`src/rtl/mv_pkg.sv`:
```
// Shared types and dimensions for the matrix-vector frame transmitter.
package mv_pkg;
  localparam int DATA_WIDTH = 16;
  localparam int LANES      = 4;
  localparam int ROWS       = 3;
  localparam int ROW_W      = (ROWS > 1) ? $clog2(ROWS) : 1;

  typedef enum logic [1:0] {IDLE, MAT, VEC} state_t;
  typedef logic [LANES*DATA_WIDTH-1:0] beat_t;
endpackage

```
`src/rtl/mv_frame_tx_if.sv`:
```
// AXI4-Stream style beat channel: master drives data/valid/last, slave drives ready.
interface mv_frame_tx_if;
  import mv_pkg::*;

  beat_t tdata;
  logic  tvalid;
  logic  tready;
  logic  tlast;

  modport master (output tdata, output tvalid, output tlast, input tready);
  modport slave  (input tdata, input tvalid, input tlast, output tready);
endinterface

```
`src/rtl/mv_tx_fifo.sv`:
```
// Single-clock vector FIFO, combinational head read, full/empty from wrap-bit pointers.
// Push is dropped when full and pop when empty; no bypass from push to pop.
module mv_tx_fifo #(
  parameter int WIDTH = 64,
  parameter int DEPTH = 8
) (
  input  logic             clk,
  input  logic             rst,
  input  logic             push,
  input  logic [WIDTH-1:0] push_dat,
  input  logic             pop,
  output logic [WIDTH-1:0] pop_dat,
  output logic             full,
  output logic             empty
);
  localparam int AW = $clog2(DEPTH);

  logic [AW:0]      wr_ptr;
  logic [AW:0]      rd_ptr;
  logic [WIDTH-1:0] mem [DEPTH];

  assign empty   = (wr_ptr == rd_ptr);
  assign full    = (wr_ptr[AW] != rd_ptr[AW]) && (wr_ptr[AW-1:0] == rd_ptr[AW-1:0]);
  assign pop_dat = mem[rd_ptr[AW-1:0]];

  always_ff @(posedge clk or posedge rst) begin
    if (rst) begin
      wr_ptr <= '0;
      rd_ptr <= '0;
    end else begin
      if (push && !full) wr_ptr <= wr_ptr + (AW+1)'(1);
      if (pop && !empty) rd_ptr <= rd_ptr + (AW+1)'(1);
    end
  end

  // Storage needs no reset: flushing the pointers empties the FIFO.
  always_ff @(posedge clk) begin
    if (push && !full) mem[wr_ptr[AW-1:0]] <= push_dat;
  end
endmodule

```
`src/rtl/mv_frame_tx.sv`:
```
// Frame transmitter: ROWS coefficient beats then vec_count FIFO vectors, tlast on the final beat; first beat valid two edges after start.
// Registered output stage holds under backpressure; MV_FRAME_TX_HOMOG_EN forces vector lane 3 to 1.
module mv_frame_tx import mv_pkg::*; #(
  parameter int FIFO_DEPTH = 8,
  parameter int CNT_WIDTH  = 8
) (
  input  logic                  m00_axis_aclk,
  input  logic                  m00_axis_areset,
  input  logic                  coef_we,
  input  logic [3:0]            coef_addr,
  input  logic [DATA_WIDTH-1:0] coef_wdata,
  input  logic                  start,
  input  logic [CNT_WIDTH-1:0]  vec_count,
  output logic                  busy,
  output logic                  done,
  mv_frame_tx_if.slave          vec,
  mv_frame_tx_if.master         m00_axis
);
  localparam logic [3:0]       COEF_LIMIT = 4'(ROWS*LANES);
  localparam logic [ROW_W-1:0] LAST_ROW   = ROW_W'(ROWS-1);

  state_t                 state, state_n;
  logic [ROW_W-1:0]       row, row_n, row_sel;
  logic [CNT_WIDTH-1:0]   rem, rem_n;
  logic                   out_vld, vld_n, out_last, last_n;
  beat_t                  out_dat, dat_n;
  logic                   done_n, busy_n;
  logic [DATA_WIDTH-1:0]  coef [ROWS*LANES];
  logic                   coef_wr;
  beat_t                  mat_dat, vec_dat, fifo_dat;
  logic                   fifo_pop, fifo_full, fifo_empty;
  logic                   hs, do_finish, do_vec_load;

  mv_tx_fifo #(.WIDTH(LANES*DATA_WIDTH), .DEPTH(FIFO_DEPTH)) u_fifo (
    .clk      (m00_axis_aclk),
    .rst      (m00_axis_areset),
    .push     (vec.tvalid & ~fifo_full),
    .push_dat (vec.tdata),
    .pop      (fifo_pop),
    .pop_dat  (fifo_dat),
    .full     (fifo_full),
    .empty    (fifo_empty)
  );

  assign vec.tready      = ~fifo_full;
  assign m00_axis.tdata  = out_dat;
  assign m00_axis.tvalid = out_vld;
  assign m00_axis.tlast  = out_last;

  assign hs      = out_vld & m00_axis.tready;
  // Row to present next: row 0 when the output stage is empty, else the following row.
  assign row_sel = out_vld ? row + ROW_W'(1) : '0;

  always_comb begin
    mat_dat = '0;
    for (int l = 0; l < LANES; l++)
      mat_dat[l*DATA_WIDTH +: DATA_WIDTH] = coef[int'(row_sel)*LANES + l];
  end

`ifdef MV_FRAME_TX_HOMOG_EN
  assign vec_dat = {DATA_WIDTH'(1), fifo_dat[(LANES-1)*DATA_WIDTH-1:0]};
`else
  assign vec_dat = fifo_dat;
`endif

  always_comb begin
    state_n     = state;
    row_n       = row;
    rem_n       = rem;
    vld_n       = out_vld;
    dat_n       = out_dat;
    last_n      = out_last;
    done_n      = 1'b0;
    busy_n      = busy;
    coef_wr     = 1'b0;
    fifo_pop    = 1'b0;
    do_finish   = 1'b0;
    do_vec_load = 1'b0;
    case (state)
      IDLE: begin
        if (start) begin
          state_n = MAT;
          rem_n   = vec_count;
          row_n   = '0;
          busy_n  = 1'b1;
        end else if (coef_we && coef_addr < COEF_LIMIT) begin
          coef_wr = 1'b1;
        end
      end
      MAT: begin
        if (!out_vld || hs) begin
          if (out_vld && row == LAST_ROW) begin
            if (rem == '0) begin
              do_finish = 1'b1;
            end else begin
              state_n     = VEC;
              do_vec_load = 1'b1;
            end
          end else begin
            vld_n  = 1'b1;
            dat_n  = mat_dat;
            last_n = (row_sel == LAST_ROW) && (rem == '0);
            row_n  = row_sel;
          end
        end
      end
      VEC: begin
        if (!out_vld || hs) begin
          if (out_vld && out_last) do_finish = 1'b1;
          else                     do_vec_load = 1'b1;
        end
      end
      default: state_n = IDLE;
    endcase

    // An empty FIFO leaves a bubble rather than stalling on stale data.
    if (do_vec_load) begin
      if (!fifo_empty) begin
        fifo_pop = 1'b1;
        vld_n    = 1'b1;
        dat_n    = vec_dat;
        rem_n    = rem - CNT_WIDTH'(1);
        last_n   = (rem == CNT_WIDTH'(1));
      end else begin
        vld_n  = 1'b0;
        last_n = 1'b0;
      end
    end
    if (do_finish) begin
      state_n = IDLE;
      vld_n   = 1'b0;
      last_n  = 1'b0;
      done_n  = 1'b1;
      busy_n  = 1'b0;
    end
  end

  always_ff @(posedge m00_axis_aclk or posedge m00_axis_areset) begin
    if (m00_axis_areset) begin
      state    <= IDLE;
      row      <= '0;
      rem      <= '0;
      out_vld  <= 1'b0;
      out_dat  <= '0;
      out_last <= 1'b0;
      done     <= 1'b0;
      busy     <= 1'b0;
      for (int i = 0; i < ROWS*LANES; i++) coef[i] <= '0;
    end else begin
      state    <= state_n;
      row      <= row_n;
      rem      <= rem_n;
      out_vld  <= vld_n;
      out_dat  <= dat_n;
      out_last <= last_n;
      done     <= done_n;
      busy     <= busy_n;
      if (coef_wr) coef[coef_addr] <= coef_wdata;
    end
  end
endmodule
```
`src/flat_wrapper.sv`:
```
// flat-port wrapper written by rule: the top's interface ports become plain ports
module mv_frame_tx_flat import mv_pkg::*;
#(
  parameter int FIFO_DEPTH = 8,
  parameter int CNT_WIDTH  = 8
)
  (m00_axis_aclk, m00_axis_areset, coef_we, coef_addr, coef_wdata, start, vec_count, busy, done, vec_tdata, vec_tvalid, vec_tlast, vec_tready, m00_axis_tdata, m00_axis_tvalid, m00_axis_tlast, m00_axis_tready);
  mv_frame_tx_if vec_i ();
  mv_frame_tx_if m00_axis_i ();
  input  logic m00_axis_aclk;
  input  logic m00_axis_areset;
  input  logic coef_we;
  input  logic [3:0] coef_addr;
  input  logic [DATA_WIDTH-1:0] coef_wdata;
  input  logic start;
  input  logic [CNT_WIDTH-1:0] vec_count;
  output logic busy;
  output logic done;
  input wire logic [$bits(vec_i.tdata)-1:0] vec_tdata;
  input wire logic [$bits(vec_i.tvalid)-1:0] vec_tvalid;
  input wire logic [$bits(vec_i.tlast)-1:0] vec_tlast;
  output wire logic [$bits(vec_i.tready)-1:0] vec_tready;
  output wire logic [$bits(m00_axis_i.tdata)-1:0] m00_axis_tdata;
  output wire logic [$bits(m00_axis_i.tvalid)-1:0] m00_axis_tvalid;
  output wire logic [$bits(m00_axis_i.tlast)-1:0] m00_axis_tlast;
  input wire logic [$bits(m00_axis_i.tready)-1:0] m00_axis_tready;
  assign vec_i.tdata = vec_tdata;
  assign vec_i.tvalid = vec_tvalid;
  assign vec_i.tlast = vec_tlast;
  assign vec_tready = vec_i.tready;
  assign m00_axis_tdata = m00_axis_i.tdata;
  assign m00_axis_tvalid = m00_axis_i.tvalid;
  assign m00_axis_tlast = m00_axis_i.tlast;
  assign m00_axis_i.tready = m00_axis_tready;
  mv_frame_tx #(.FIFO_DEPTH(FIFO_DEPTH), .CNT_WIDTH(CNT_WIDTH)) u_core (.m00_axis_aclk(m00_axis_aclk), .m00_axis_areset(m00_axis_areset), .coef_we(coef_we), .coef_addr(coef_addr), .coef_wdata(coef_wdata), .start(start), .vec_count(vec_count), .busy(busy), .done(done), .vec(vec_i), .m00_axis(m00_axis_i));
endmodule
```
`config.mk`:
```
export PLATFORM = sky130hd
export DESIGN_NAME = mv_frame_tx_flat
export DESIGN_NICKNAME = d
export VERILOG_FILES = /design/src/rtl/mv_pkg.sv /design/src/rtl/mv_frame_tx_if.sv /design/src/rtl/mv_tx_fifo.sv /design/src/rtl/mv_frame_tx.sv /design/src/flat_wrapper.sv
export SDC_FILE = /design/constraint.sdc
export NUM_CORES = 1
export LEC_CHECK = 0
export BUFFER_PORTS_ARGS = -buffer_cell sky130_fd_sc_hd__buf_4
export CAP_MARGIN = 20
export CORE_MARGIN = 4
export CORE_UTILIZATION = 63
export CTS_BUF_LIST = sky130_fd_sc_hd__clkbuf_4
export CTS_CLUSTER_DIAMETER = 40
export DETAILED_ROUTE_END_ITERATION = 10
export PLACE_DENSITY = 0.93
export SLEW_MARGIN = 20
export SYNTH_ARGS = -nofsm -noshare
export SYNTH_HDL_FRONTEND = slang
export SYNTH_SLANG_ARGS = --single-unit
```
`constraint.sdc`:
```
create_clock -name m00_axis_aclk -period 10.9 [get_ports m00_axis_aclk]
set_input_delay 1.09 -clock m00_axis_aclk [delete_from_list [all_inputs] [get_ports m00_axis_aclk]]
set_output_delay 1.09 -clock m00_axis_aclk [all_outputs]
set_load 0.03 [all_outputs]
```
## Word-level counts from Yosys, hierarchy flattened

Memory sizes are Yosys's and may differ from the RTL's.
Index checks and enable logic that the tools add are counted.

| storage, ports and cells | value |
|---|---|
| bits in writable memories | 512 |
| output and inout bits | 69 |
| register bits | 280 |
| memories | 1 |
| logic and storage cells | 154 |

Memory list:

| name | words | width | read ports | clocked after Yosys merged registers in | wr ports | RTL line | text |
|---|---|---|---|---|---|---|---|
| u_core.u_fifo.mem | 8 | 64 | 1 | 0 | 1 | mv_tx_fifo.sv:20 | `logic [WIDTH-1:0] mem [DEPTH];` |

| operators by class | value |
|---|---|
| $lt $le $gt $ge | 7 |
| muxes and demuxes | 69 |
| add/sub/neg operators | 7 |
| reductions and logical operators | 23 |
| bitwise gates (word level) | 8 |
| equality and inequality tests | 17 |

Operators by type and width:

| cell | count |
|---|---|
| two-way mux 64 bit | 5 |
| binary-select mux 16 bit (select 4 bit) | 4 |
| bitwise mux 192 bit | 1 |
| two-way mux 16 bit | 9 |
| >= comparator 32 x 5 -> 1 bit (second input constant) | 4 |
| NOT 32 bit | 3 |
| demux 16 bit (select 4 bit) | 1 |
| two-way mux 1 bit | 32 |
| two-way mux 8 bit | 4 |
| NOT 4 -> 32 bit | 1 |
| two-way mux 2 bit | 9 |
| adder 4 x 2 -> 5 bit (second input constant) | 2 |
| != test 3 x 1 -> 1 bit (second input constant) | 3 |
| adder 4 x 1 -> 4 bit (second input constant) | 2 |
| == test 8 x 1 -> 1 bit (second input constant) | 1 |
| logical AND 1 bit | 8 |
| logical NOT 8 bit | 1 |
| subtractor 8 x 1 -> 8 bit (second input constant) | 1 |
| == test 2 bit (second input constant) | 3 |
| != test 3 x 2 -> 1 bit (second input constant) | 2 |
| one-hot mux 2 bit (3 select lines) | 1 |
| nonzero test 2 bit | 3 |
| nonzero test 3 bit | 2 |
| adder 4 x 1 -> 5 bit (second input constant) | 1 |
| other kinds (22) | 28 |

## Longest topological paths before layout

Gate-level depths: netlist (run 1).

| depth | value |
|---|---|
| depth in word-level cells | 12 |
| gate-level depth with buffers | 11 |

## Cells and area by module

Synthesis (run 1) repeated with hierarchy kept, for this count alone.

| second synthesis, totals | value |
|---|---|
| cells, all modules | 1811 |
| area total of the unflattened synthesis | 32103.3 µm² |

Modules (own cells, without submodules):

| module | times used | area an instance (µm²) | cells an instance | seq. area each (µm²) |
|---|---|---|---|---|
| mv_tx_fifo | 1 | 19786.5 | 801 | 15574.9 |
| mv_frame_tx | 1 | 12316.8 | 1010 | 6806.5 |

## Worst setup path before layout (run 1)

No wires, ideal clock.

| timing path | value |
|---|---|
| kind | input to register |
| start point | input port vec_tvalid |
| end point | memory u_core.u_fifo.mem[0][0], enable pin |
| slack | 4.488 ns |
| arrival | 5.847 ns |
| path buffers | 0 |
| cell stages on the path | 3 |
| library setup time | 0.565 ns |
| cells stage by stage | nand2_1 -> or2_2 -> nor3_1 |

| between the ends | value |
|---|---|
| cells in the longest elaborated chain, start to end | 4 |

RTL lines:

| item | RTL line | text |
|---|---|---|
| from (decl) | flat_wrapper.sv:20 | `input wire logic [$bits(vec_i.tvalid)-1:0] vec_tvalid;` |
| AND 1 bit | mv_frame_tx.sv:37 | `.push (vec.tvalid & ~fifo_full),` |
| logical AND 1 bit | mv_tx_fifo.sv:38 | `if (push && !full) mem[wr_ptr[AW-1:0]] <= push_dat;` |
| two-way mux 1 bit | mv_tx_fifo.sv:38 |  |
| two-way mux 1 bit (implied by the code) | mv_tx_fifo.sv:38 |  |
| to (decl) | mv_tx_fifo.sv:20 |  |

No other way between the ends.

## Worst setup path after layout (run 1)

| timing path | value |
|---|---|
| start point | register u_core.u_fifo.rd_ptr[0] |
| end point | memory u_core.u_fifo.mem[1][22], enable pin |

| between the ends | value |
|---|---|
| cells in the longest elaborated chain, start to end | 7 |
| elaborated cells on any way between the ends | 8 |
| those cells by class | eq/ne: 1; mux: 2; bitwise: 2; reduce/logical: 3 |

RTL lines:

| item | RTL line | text |
|---|---|---|
| from (decl) | mv_tx_fifo.sv:19 | `logic [AW:0] rd_ptr;` |
| from (signal assigned) | mv_tx_fifo.sv:32 | `if (pop && !empty) rd_ptr <= rd_ptr + (AW+1)'(1);` |
| == test 3 bit * | mv_tx_fifo.sv:23 | `assign full = (wr_ptr[AW] != rd_ptr[AW]) && (wr_ptr[AW-1:0] == rd_ptr[AW-1:0]);` |
| logical AND 1 bit * | mv_tx_fifo.sv:23 |  |
| NOT 1 bit | mv_frame_tx.sv:37 |  |
| AND 1 bit | mv_frame_tx.sv:37 |  |
| logical AND 1 bit * | mv_tx_fifo.sv:38 |  |
| two-way mux 1 bit * | mv_tx_fifo.sv:38 |  |
| two-way mux 1 bit (implied by the code) * | mv_tx_fifo.sv:38 |  |

Mark *: on every way between the ends. The rest lies on a longest branch, timed or not.

==> flow_summary.ini, run 1 <==
[final_layout]
final_area_mm2 = 0.03650
final_cell_mix = edfxtp_1 (512), clkbuf_4 (279), dfrtp_1 (276)
area_growth_pct = 13.72
layout.cells.non_filler = 2882
drive_above_1_share = 0.3846
fin_nets = 2156
final_common_cell = edfxtp_1

[global_route]
antenna_found_initial = 5
grt-ovfl-total = 0
grt_max_degree = 197
grt.total_usage = 0.3155
grt_pass1_wl_um = 126800
grt_pass1_vias = 20420

[clock_tree]
clk_pin_slew_ns = 0.08
htree_num_levels = 4
cts_tree = built
cts_root_buf = clkbuf_4
post_cts_buffers = 0
worstSkewPairLatency_ns = 1.02
ctsHoldBuffers = 0
clockBufferDepth = 3
clock_sinks = 792
cts_resized = 0
cts_buffers = 185

[synthesis]
synth-edff-count = 512
yosys-top-cells-area = edfxtp_1 (48%), dfrtp_1 (22%), mux4_2 (9.0%)
syn-instance-count = 1798
ys_types = 55
async_flop_share = 0.3535
syn-cell-area_mm2 = 0.03209
yosys_warnings = 0
synth.top_cell.area_share = 0.4791
ys_ff_latch = 792
yosys.area.top_type = edfxtp_1
synth_ff_type = edfxtp_1
ys_seq_area_frac = 0.6974
syn_avg_cell_area_um2 = 17.85
syn_nets = 1906

[timing]
fin_crit_sh = 0.3631
rsz0062_at_grt = no
tightest_slew_ns = 1.063
skew_ns = 0.05663
hold_violations = 0
setup_ws_ns = 6.943
setup_viol = 0
relSlewSlack = 0.2903
slew_violations = 0
period_needed_ns = 3.957
setup_tns_ns = 0
fmaxAchievable_ghz = 0.2527

[detailed_routing]
finalWirelength_um = 86700
ant_nets = 0
num_vias = 19860
first_iter_violations = 3125
wire_per_inst_um = 30.08
vias_per_cell = 6.889
route.detailed.drc = 0
drt_pass1_iterations = 7

[power]
powerDensity_mw_per_mm2 = 289.7
peakVddDrop_uv = 254.6
leakage_nw = 13.90
power_mw = 10.57

[place]
io_buffers = 166
place_inst = 2530
hpwl_um = 46110
gp_congestion = 0.8239
placedInstanceArea_mm2 = 0.03397
preCtsSetupSlack_ns = 7.165

[critical_path]
cpMaxStageDelayCell = dfrtp_4
crit_chain = xnor2_1 -> nand4_1 -> nand2_1 -> or2_2 -> nor2_4 -> buf_4
startpoint_type = flip-flop
arrival_ns = 4.55
crit_buf_inv = 1
crit_path_max_fanout = 39
worstPathRequired_ns = 11.50
crit_start = u_core.u_fifo.rd_ptr[0]
r2r-start = u_core.u_fifo.rd_ptr[0]
path_class = reg2reg
crit_path_end_kind = flip-flop
cp_top_family = simple AND/OR/NAND/NOR gates
cpPeakStageDelay_ns = 0.83

[floorplanning]
fp-row-count = 82
die-height_um = 233.7
core_area_mm2 = 0.05027
dieArea_mm2 = 0.05462
start_util = 0.6384
dieWidth_um = 233.7
ios = 168

[run]
drv_cap = 0

[hold_path]
min_path_type = in2async

[run_status]
status = complete, no violations
[metal layers]
layer,share of wire,routed length [µm],global-route usage,vias up
met2,0.49,42530,0.4944,1695
met3,0.12,10240,0.09683,315
met1,0.34,29160,0.4055,9973
li1,-,-,-,7872
met4,0.055,4767,0.1599,0
met5,0,0,0,-
[worst reg2reg max path, delay by kind of cell (launching register included)]
family | cells | cell delay, ns
simple gates | 4 | 1.67
flops | 1 | 0.83
buf+inv | 1 | 0.75
xor+xnor | 1 | 0.25
[power by group]
part	total [mW]	leakage, nW	switching [mW]	internal (mW)
clock	2.46	1.46	1.19	1.27
combinational	3.69	4.18	2.21	1.48
sequential	4.42	8.26	0.496	3.93
[cell usage after synthesis (19+ instances only)]
cell / n
a222oi_1: 64
nand2_1: 19
mux2_2: 194
buf_2: 46
nor2_1: 85
dfrtp_1: 280
mux4_2: 128
o21ai_0: 27
o21ai_1: 38
a211o_1: 63
mux2i_1: 65
edfxtp_1: 512
a22o_1: 64
clkbuf_1: 79
[final cells by class]
class	instances	area, µm²
sequential	792	22390
fill	2634	13780
multi-input combinational	858	9148
clock buffer	279	2095
timing repair buffer	202	1613
tap	672	840.8
clock inverter	65	354.1
inverter	9	41.29
antenna	5	12.51
[stage by stage]
stage | hold WS, ns | utilization
finish | 0.1828 | 0.7260
floorplan | 0.4607 | -
global route | 0.1615 | 0.7260
detailed placement | 0.4945 | 0.6757
CTS | 0.1145 | 0.7244
global placement | 0.4799 | 0.6746
[sequential cells by signal, indices dropped and copies added, names as in the netlist]
name,flops
u_core.u_fifo.rd_ptr,4
u_core.m00_axis.tvalid,1
u_core.done,1
u_core.row,2
u_core.coef,192
u_core.rem,8
u_core.busy,1
u_core.u_fifo.wr_ptr,4
u_core.u_fifo.mem,512
u_core.m00_axis.tdata,64
u_core.m00_axis.tlast,1
u_core.state,2
[worst paths after layout]
| kind | end | cells after the start | slack (ns) |
|---|---|---|---|
| max in group asynchronous | u_core.u_fifo.rd_ptr[1] | 4 | 9.15 |
| setup reg to reg | u_core.u_fifo.mem[1][22] | 6 | 6.94 |
| min in group m00_axis_aclk | u_core.u_fifo.mem[1][43] | 1 | 0.30 |
| hold reg to reg | u_core.u_fifo.rd_ptr[3] | 1 | 0.50 |
| setup / recovery | u_core.u_fifo.mem[1][22] | 6 | 6.94 |
| hold / removal | u_core.rem[3] | 2 | 0.18 |
[cell families after synthesis]
logic type / synth area share
xor gates and xnor gates: 0.003002
and+or+nand+nor: 0.02577
AOI/OAI and AO/OA: 0.07127
muxes: 0.1782
DFF: 0.6974
buffers and inverters: 0.02090
adders and majority gates: 0.003509
(Power assumes the default switching activity.)
==> run 2: changes to the inputs <==
Clock period 10.9 ns to 3.98 ns, I/O delays scaled along.
==> flow_summary.ini, run 2 (synthesis results as in run 1) <==
[run_status]
status = complete, no violations

[critical_path]
path_class = reg2reg
reg2regPathDepth = 7
crit_path_end_kind = flip-flop
r2r_end = u_core.rem[5]
r2r-start = u_core.u_fifo.rd_ptr[2]
reg2reg_slack_ns = 0.58
startpoint_type = flip-flop
crit_path_max_fanout = 21
arrival_ns = 4.35
worstPathRequired_ns = 4.93

[power]
powerDensity_mw_per_mm2 = 807.4
p_sw_frac = 0.3889
clockPowerShare = 0.232
leakage_nw = 14.44
internal_power_mw = 18.66
switchingPower_mw = 11.88
seqPwrFrac = 0.400
peakVddDrop_uv = 700.7
p_comb_frac = 0.367

[timing]
rsz0062_at_grt = no
relSlewSlack = 0.1811
fmaxAchievable_ghz = 0.2939
whs_ns = 0.1074
hold_violations = 0
skew_ns = 0.1150
tightest_slew_ns = 1.228
setup_tns_ns = 0
fin_crit_sh = 0.8548
slew_violations = 0
period_needed_ns = 3.402
setup_viol = 0

[clock_tree]
cts_buffers = 186
worstSkewPairLatency_ns = 1.08
post_cts_buffers = 0
htree_num_levels = 4
clock_sinks = 792
clk_pin_slew_ns = 0.08
cts_resized = 0
cts_root_buf = clkbuf_4
cts_tree = built
clockBufferDepth = 3

[place]
gp_congestion = 0.8188
hpwl_um = 47430
io_buffers = 166

[final_layout]
final_common_cell = edfxtp_1
largest_reg_flops = 512
multiInputGateArea_mm2 = 0.009150
final_cell_mix = edfxtp_1 (512), clkbuf_4 (288), dfrtp_1 (276)
fin_util = 0.7523
drive_above_1_share = 0.3738
fillers = 2436
fin_nets = 2274
area.sequential_mm2 = 0.02239
area_growth_pct = 17.84

[global_route]
antenna_found_initial = 7
grt_max_degree = 160
grt.total_usage = 0.3871
grt_pass1_wl_um = 152600
grt_pass1_vias = 22910
grt-ovfl-total = 0

[detailed_routing]
wire_per_inst_um = 34.61
ant_nets = 0
route.detailed.drc = 0
drt_pass1_iterations = 11
num_vias = 22110
first_iter_violations = 4496
vias_per_cell = 7.380
finalWirelength_um = 103700

[hold_path]
min_path_cells = 2
min_path_type = in2reg
hold_path_end = u_core.u_fifo.mem[0][32]
min-delay-start = vec_tdata[32]

[run]
drv_cap = 0

[floorplanning]
start_util = 0.6384
fp-row-count = 82
dieWidth_um = 233.7
die-height_um = 233.7
core_area_mm2 = 0.05027
dieArea_mm2 = 0.05462
ios = 168
run 2: worst max path at each step:
| stage | start | to | slack, ns | cells past startpoint |
|---|---|---|---|---|
| after global placement | u_core.u_fifo.rd_ptr[2] | u_core.u_fifo.mem[1][53] | 1.20 | 6 |
| after global routing | u_core.u_fifo.rd_ptr[2] | u_core.rem[5] | 0.50 | 7 |
| after detailed placement | u_core.u_fifo.rd_ptr[2] | u_core.u_fifo.mem[1][12] | 1.13 | 6 |
| final | u_core.u_fifo.rd_ptr[2] | u_core.rem[5] | 0.58 | 7 |
| after floorplan | u_core.u_fifo.wr_ptr[0] | u_core.u_fifo.mem[2][0] | -0.70 | 6 |
| after CTS | u_core.u_fifo.rd_ptr[2] | u_core.rem[5] | 0.77 | 7 |
run 2: timing repair:
item                                   4_1_cts  5_1_grt
hold buffers                               106        0
setup endpoints to repair                    0        0
endpoints found under the hold margin     1003        0
run 2: worst max-delay path, stage by stage (launching register included):
cell	delay, ns
dfrtp_4	0.68
xnor2_1	0.39
nand4b_1	0.44
o2111ai_4	0.43
nand3_1	0.13
dlygate4sd3_1	0.58
nand4_1	0.09
dlygate4sd3_1	0.56
run 2: stage by stage:
step | worst slack (ns) | power, mW | instance area (µm²) | cells
final | 0.5779 | 30.54 | 37820 | 2996
after global routing | 0.5002 | 31.34 | 37820 | 2996
after CTS | 0.7709 | 29.49 | 37780 | 2991
after detailed placement | 1.133 | 22.04 | 34220 | 2541
after global placement | 1.202 | 21.33 | 34220 | 2541
after floorplan | -0.7039 | 18.55 | 32110 | 1798
run 2: layout make-up:
| type | count | area share |
|---|---|---|
| sequential | 792 | 0.5921 |
| multi-input combinational | 858 | 0.2419 |
| timing repair buffer | 319 | 0.07669 |
| clock buffer | 288 | 0.05717 |
| tap | 672 | 0.02223 |
| clock inverter | 56 | 0.008701 |
| inverter | 9 | 0.0009925 |
| antenna | 2 | 0.0001323 |
run 2: power groups by stage:
stage	clock (mW)	combinational, mW	sequential, mW
after floorplan	0	6.31	12.2
after global placement	0	9.54	11.8
after detailed placement	0	10.0	12.0
after CTS	6.94	10.6	12.0
after global routing	7.52	11.6	12.3
final	7.09	11.2	12.2
run 2: routing by layer:
layer  GRT usage  up-vias  wire length (µm)
li1            -     8083                 -
met1      0.4661    10660             31830
met2      0.5906     2611             48300
met3      0.1527      749             15220
met4      0.2429       10              8253
met5    0.002679        -                72
